$ cat config.mk
export PLATFORM = sky130hd
export DESIGN_NAME = angle_index_counter
export DESIGN_NICKNAME = d
export VERILOG_FILES = /design/src/rtl/hwag_pkg.sv /design/src/rtl/tick_watchdog.sv /design/src/rtl/angle_index_counter.sv
export SDC_FILE = /design/constraint.sdc
export NUM_CORES = 1
export LEC_CHECK = 0
export CORE_MARGIN = 8
export CORE_UTILIZATION = 35
export DETAILED_ROUTE_END_ITERATION = 8
export GPL_ROUTABILITY_DRIVEN = 0
export PLACE_DENSITY_LB_ADDON = 0.3
export REMOVE_ABC_BUFFERS = 1
export SLEW_MARGIN = 40
export SYNTH_ARGS = -nofsm -noshare
export SYNTH_HDL_FRONTEND = slang
export SYNTH_SLANG_ARGS = --single-unit
$ cat constraint.sdc
create_clock -name clk -period 3.3 [get_ports clk]
set_input_delay 0.66 -clock clk [delete_from_list [all_inputs] [get_ports clk]]
set_output_delay 0.66 -clock clk [all_outputs]
set_load 0.02 [all_outputs]
$ cat src/rtl/hwag_pkg.sv
// Shared types and widths for the angle-index generator.
// The state encoding is also visible on the debug/status port.
package hwag_pkg;

  localparam int HWAG_IDX_W = 8;
  localparam int HWAG_TMO_W = 16;

  typedef enum logic [1:0] {
    IDLE      = 2'd0,
    WAIT_SYNC = 2'd1,
    RUN       = 2'd2,
    ERR       = 2'd3
  } hwag_idx_state_t;

  // Index advance with wrap at the latched top value.
  function automatic logic [HWAG_IDX_W-1:0] idx_advance(input logic [HWAG_IDX_W-1:0] idx,
                                                        input logic [HWAG_IDX_W-1:0] top);
    if (idx == top) begin
      return {HWAG_IDX_W{1'b0}};
    end else begin
      return idx + {{(HWAG_IDX_W-1){1'b0}}, 1'b1};
    end
  endfunction

endpackage

$ cat src/rtl/tick_watchdog.sv
// Saturating clocks-since-last-tick counter with a compare against a limit.
// expired flags the edge on which the count would reach the limit.
module tick_watchdog
  import hwag_pkg::*;
#(
  parameter int W = HWAG_TMO_W
) (
  input  logic         clk,
  input  logic         n_rst,
  input  logic         clr,
  input  logic         run,
  input  logic [W-1:0] limit,
  output logic         expired
);

  logic [W-1:0] cnt_q;
  logic [W-1:0] cnt_d;
  logic [W-1:0] cnt_inc;

  always_comb begin
    cnt_inc = (&cnt_q) ? cnt_q : cnt_q + W'(1);
    if (!run || clr) begin
      cnt_d = '0;
    end else begin
      cnt_d = cnt_inc;
    end
    expired = run && !clr && (limit != '0) && (cnt_inc >= limit);
  end

  always_ff @(posedge clk or negedge n_rst) begin
    if (!n_rst) begin
      cnt_q <= '0;
    end else begin
      cnt_q <= cnt_d;
    end
  end

endmodule

$ cat src/rtl/angle_index_counter.sv
// Angle-index generator: turns tick/sync pulses into a wrapping index for the
// row/column decoder, tracking sync and flagging missing/extra marks and stalls.
module angle_index_counter
  import hwag_pkg::*;
#(
  parameter int IDX_W = HWAG_IDX_W,
  parameter int TMO_W = HWAG_TMO_W
) (
  input  logic             clk,
  input  logic             n_rst,
  input  logic             enable,
  input  logic             tick,
  input  logic             sync,
  input  logic [IDX_W-1:0] top_idx,
  input  logic [TMO_W-1:0] timeout,
  output logic [IDX_W-1:0] index,
  output logic             index_valid,
  output logic             wrap,
  output logic             sync_err,
  output logic [1:0]       state
);

  hwag_idx_state_t  state_q, state_d;
  logic [IDX_W-1:0] index_q, index_d;
  logic [IDX_W-1:0] top_q, top_d;
  logic             valid_q, valid_d;
  logic             wrap_q, wrap_d;
  logic             err_q, err_d;
  logic             wd_expired;
  logic             at_top;

  tick_watchdog #(.W(TMO_W)) u_wd (
    .clk     (clk),
    .n_rst   (n_rst),
    .clr     (tick),
    .run     (enable && (state_q == RUN)),
    .limit   (timeout),
    .expired (wd_expired)
  );

  assign at_top = (index_q == top_q);

  always_comb begin
    state_d = state_q;
    index_d = index_q;
    top_d   = top_q;
    wrap_d  = 1'b0;
    err_d   = err_q;
    if (!enable) begin
      state_d = IDLE;
      index_d = '0;
      err_d   = 1'b0;
    end else begin
      case (state_q)
        IDLE: begin
          state_d = WAIT_SYNC;
        end
        WAIT_SYNC, ERR: begin
          if (sync) begin
            state_d = RUN;
            index_d = '0;
            top_d   = top_idx;
          end else begin
            state_d = state_q;
          end
        end
        RUN: begin
          // A sync is only legal when it coincides with the wrapping tick.
          if (sync && !(tick && at_top)) begin
            state_d = ERR;
            err_d   = 1'b1;
          end else if (tick) begin
            index_d = idx_advance(index_q, top_q);
            if (at_top) begin
              wrap_d = 1'b1;
              top_d  = top_idx;
            end else begin
              wrap_d = 1'b0;
            end
          end else if (wd_expired) begin
            state_d = ERR;
            err_d   = 1'b1;
          end else begin
            state_d = RUN;
          end
        end
        default: begin
          state_d = IDLE;
          index_d = '0;
        end
      endcase
    end
    valid_d = (state_d == RUN);
  end

  always_ff @(posedge clk or negedge n_rst) begin
    if (!n_rst) begin
      state_q <= IDLE;
      index_q <= '0;
      top_q   <= '0;
      valid_q <= 1'b0;
      wrap_q  <= 1'b0;
      err_q   <= 1'b0;
    end else begin
      state_q <= state_d;
      index_q <= index_d;
      top_q   <= top_d;
      valid_q <= valid_d;
      wrap_q  <= wrap_d;
      err_q   <= err_d;
    end
  end

  assign index       = index_q;
  assign index_valid = valid_q;
  assign wrap        = wrap_q;
  assign sync_err    = err_q;
  assign state       = state_q;

endmodule

==> flow_metrics.env <==
export IMPL_outcome="completed"
export IMPL_via_count=2045
export IMPL_hp_class="primary input to async pin"
export IMPL_cts_buffer_depth=2
export IMPL_drc=0
export IMPL_fin_crit_sh_pct=94.14
export IMPL_setup_viol=0
export IMPL_avgViaCountPerCell=5.271
export IMPL_cts_buffers_inserted=5
export IMPL_switchingPower_uw=280.8
export IMPL_fin_crit_ns=3.107
export IMPL_synthTopCellsByCount="37 x dfrtp_1, 19 x inv_1, 18 x ha_1, 14 x xor2_1"
export IMPL_postRouteAntennaNets=0
export IMPL_relSlewSlack_pct=60.20
export IMPL_synth_top_area_cell="dfrtp_1"
export IMPL_peakVddDrop_mv=0.1600
export IMPL_skew_ns=0.004685
export IMPL_antenna_found_initial=0
export IMPL_clock_latency_ns=0.30
export IMPL_arrival_ns=3.29
export IMPL_drt_initial_drc_count=102
export IMPL_synth_top_area_share_pct=37.83
export IMPL_clkTransAtPathRegs_ns=0.08
export IMPL_met2_length_um=2710
export IMPL_postSynthCellCount=245
export IMPL_rows=30
export IMPL_pwr_share_seq_pct=43.7
export IMPL_cts_resized=0
export IMPL_async_flop_share_pct=100.0
export IMPL_ios=42
export IMPL_drt_first_pass_iters=4
export IMPL_grt_total_usage_pct=12.88
export IMPL_cts_hold_buf=0
export IMPL_gr_total_overflow=0
export IMPL_end_kind="flip-flop"
export IMPL_ys_flop_type="dfrtp_1"
export IMPL_worstSetupPathType="flip-flop to flip-flop"
export IMPL_worstPathRequired_ns=3.49
export IMPL_grt_pass1_vias=2091
export IMPL_hpwlAfterDp_um=4585
export IMPL_synth_most_common_cell="dfrtp_1"
export IMPL_startpoint_type="flip-flop"
export IMPL_synth_edf_count=0
export IMPL_placed_cell_area_um2=2977
export IMPL_htree_levels=2
export IMPL_synth_seq_cells=37
export IMPL_fin_setup_tns_ns=0
export IMPL_fp_dieW_um=99.62
export IMPL_instances_no_fill=388
export IMPL_pwr_share_clk_pct=41.4
export IMPL_wl_um=6035
export IMPL_cell_internal_pwr_uw=869.5
export IMPL_area_delta_synth_final_pct=28.37
export IMPL_clock_fmax_mhz=321.9
export IMPL_final_area_um2=3142
export IMPL_dp_cells=380
export IMPL_dr_wl_met3_um=174
export IMPL_met1_length_um=3079
export IMPL_comb_power_share_pct=15.0
export IMPL_finalHoldViolations=0
export IMPL_cts_tree="yes"
export IMPL_dr_max_layer_used="met4"
export IMPL_start_util_pct=36.02
export IMPL_worstMarginPinSlew_ns=0.5958
export IMPL_final_max_slew_violation_count=0
export IMPL_numClockSinks=37
export IMPL_num_fill_cells=648
export IMPL_power_density_nw_per_um2=366.1
export IMPL_ys_types=49
export IMPL_drive_gt1_share_pct=14.04
export IMPL_yosys_top_cells_area="dfrtp_1 38%, ha_1 9.2%, mux2_2 5.5%"
export IMPL_p_sw_share_pct=24.41
export IMPL_io_buffers=41
export IMPL_root_buffer="clkbuf_8"
export IMPL_grt_pass1_wl_um=10210
export IMPL_wl_per_cell_um=15.55
export IMPL_n_antenna_cell=0
export IMPL_dieArea_um2=9924
export IMPL_synth_cell_area_um2=2447
export IMPL_power_leakage_uw=0.001422
export IMPL_critPathMaxFanout=9
export IMPL_die_h_um=99.62
export IMPL_grt_max_degree=38
export IMPL_avgSynthCellArea_um2=9.989
export IMPL_cts_setup_buffers=0
export IMPL_coreArea_um2=6794
export IMPL_ys_warn_count=0
export IMPL_layout_nets=338
export IMPL_rsz0062_at_grt="no"
export IMPL_ys_seq_area_share_pct=37.83
export IMPL_drv_cap=0
-- worst paths after layout --
| check | startpoint | endpoint | slack [ns] | cells after the start |
|---|---|---|---|---|
| setup / recovery | u_wd.cnt_q[5] | sync_err | 0.19 | 10 |
| hold reg to reg | top_q[5] | top_q[5] | 0.53 | 1 |
| hold / removal | n_rst | u_wd.cnt_q[6] | 0.31 | 1 |
| max in group asynchronous | n_rst | u_wd.cnt_q[3] | 2.64 | 1 |
| setup reg to reg | u_wd.cnt_q[5] | sync_err | 0.19 | 10 |
| min in group clk | top_q[5] | top_q[5] | 0.53 | 1 |
-- flip-flops by register name (all words and copies together), names as in the netlist --
signal       cells
index            8
index_valid      1
state            2
sync_err         1
top_q            8
u_wd.cnt_q      16
wrap             1
-- worst max-delay path, cell delays in order, from the launching register on --
cell       delay (ns)
dfrtp_1          0.42
nand4_4          0.22
or4_4            0.58
o21ai_1          0.17
xnor2_1          0.20
ha_1             0.31
a211o_1          0.27
o2111ai_1        0.07
a21oi_1          0.09
o41a_1           0.42
o221a_2          0.26
-- area by class of cell --
type / instances / area (um2) / area share, %
clock buffers: 5 / 68.82 / 2.190
inverters: 19 / 71.32 / 2.270
flip-flops and latches: 37 / 927.1 / 29.51
multi-input cells: 182 / 1444 / 45.96
well taps: 96 / 120.1 / 3.823
repair buffers: 46 / 445.4 / 14.18
clock inverters: 3 / 65.06 / 2.071
-- stage by stage --
| stage | hold slack [ns] | setup WS [ns] | power, uW | utilization (%) |
|---|---|---|---|---|
| floorplan | 0.3644 | 0.3336 | 605.7 | - |
| global placement | 0.5021 | 0.1498 | 680.5 | 43.78 |
| detailed placement | 0.5155 | 0.03523 | 685.0 | 43.81 |
| CTS | 0.3334 | 0.01848 | 1163 | 45.78 |
| global route | 0.3569 | 0.01092 | 1197 | 46.24 |
| finish | 0.3102 | 0.1935 | 1150 | 46.24 |
-- cell families after synthesis --
logic type,after synthesis,synth area share (%)
AOI/OAI and AO/OA,46,13.19
xor gates and xnor gates,18,6.442
adders and majority gates,18,9.203
buffers and inverters,26,4.397
DFF,37,37.83
muxes,12,5.521
and+or+nand+nor,88,23.41
-- routing by layer --
metal  up-vias  GRT usage [%]
met4         0          4.424
met1      1005          17.93
met5         -              0
met2        37          19.01
met3         7          2.793
li1        996              -
-- power by group through the flow --
stage	clock [uW]	combinational [uW]	sequential [uW]
after floorplan	0	95.4	510
after global placement	0	170	511
after detailed placement	0	173	512
after CTS	486	174	503
after global routing	499	191	506
final	476	172	502
-- cells in the final DEF, fill, tap and decap left out, types with 2 or more instances in the layout --
cell type	synthesis	final
a2111oi_1	0	2
a211oi_1	5	5
a21o_1	4	4
a21oi_1	11	11
and2_1	2	2
and3_1	2	2
and4b_1	3	3
buf_4	0	6
bufinv_16	0	2
clkbuf_8	0	5
clkdlybuf4s50_1	0	40
dfrtp_1	37	36
ha_1	18	18
inv_1	19	19
mux2_2	12	12
nand2_1	11	11
nand2b_1	2	2
nand3_1	11	11
nand4_1	8	8
nor2_1	9	9
nor2b_1	12	12
nor3_1	3	3
nor4_1	5	5
nor4_4	3	4
nor4b_1	2	2
o21ai_0	6	5
o31ai_1	5	5
or2_2	2	2
or4_1	6	5
xnor2_1	4	4
xor2_1	14	14
Note: power is estimated with default switching activity, not from simulation.
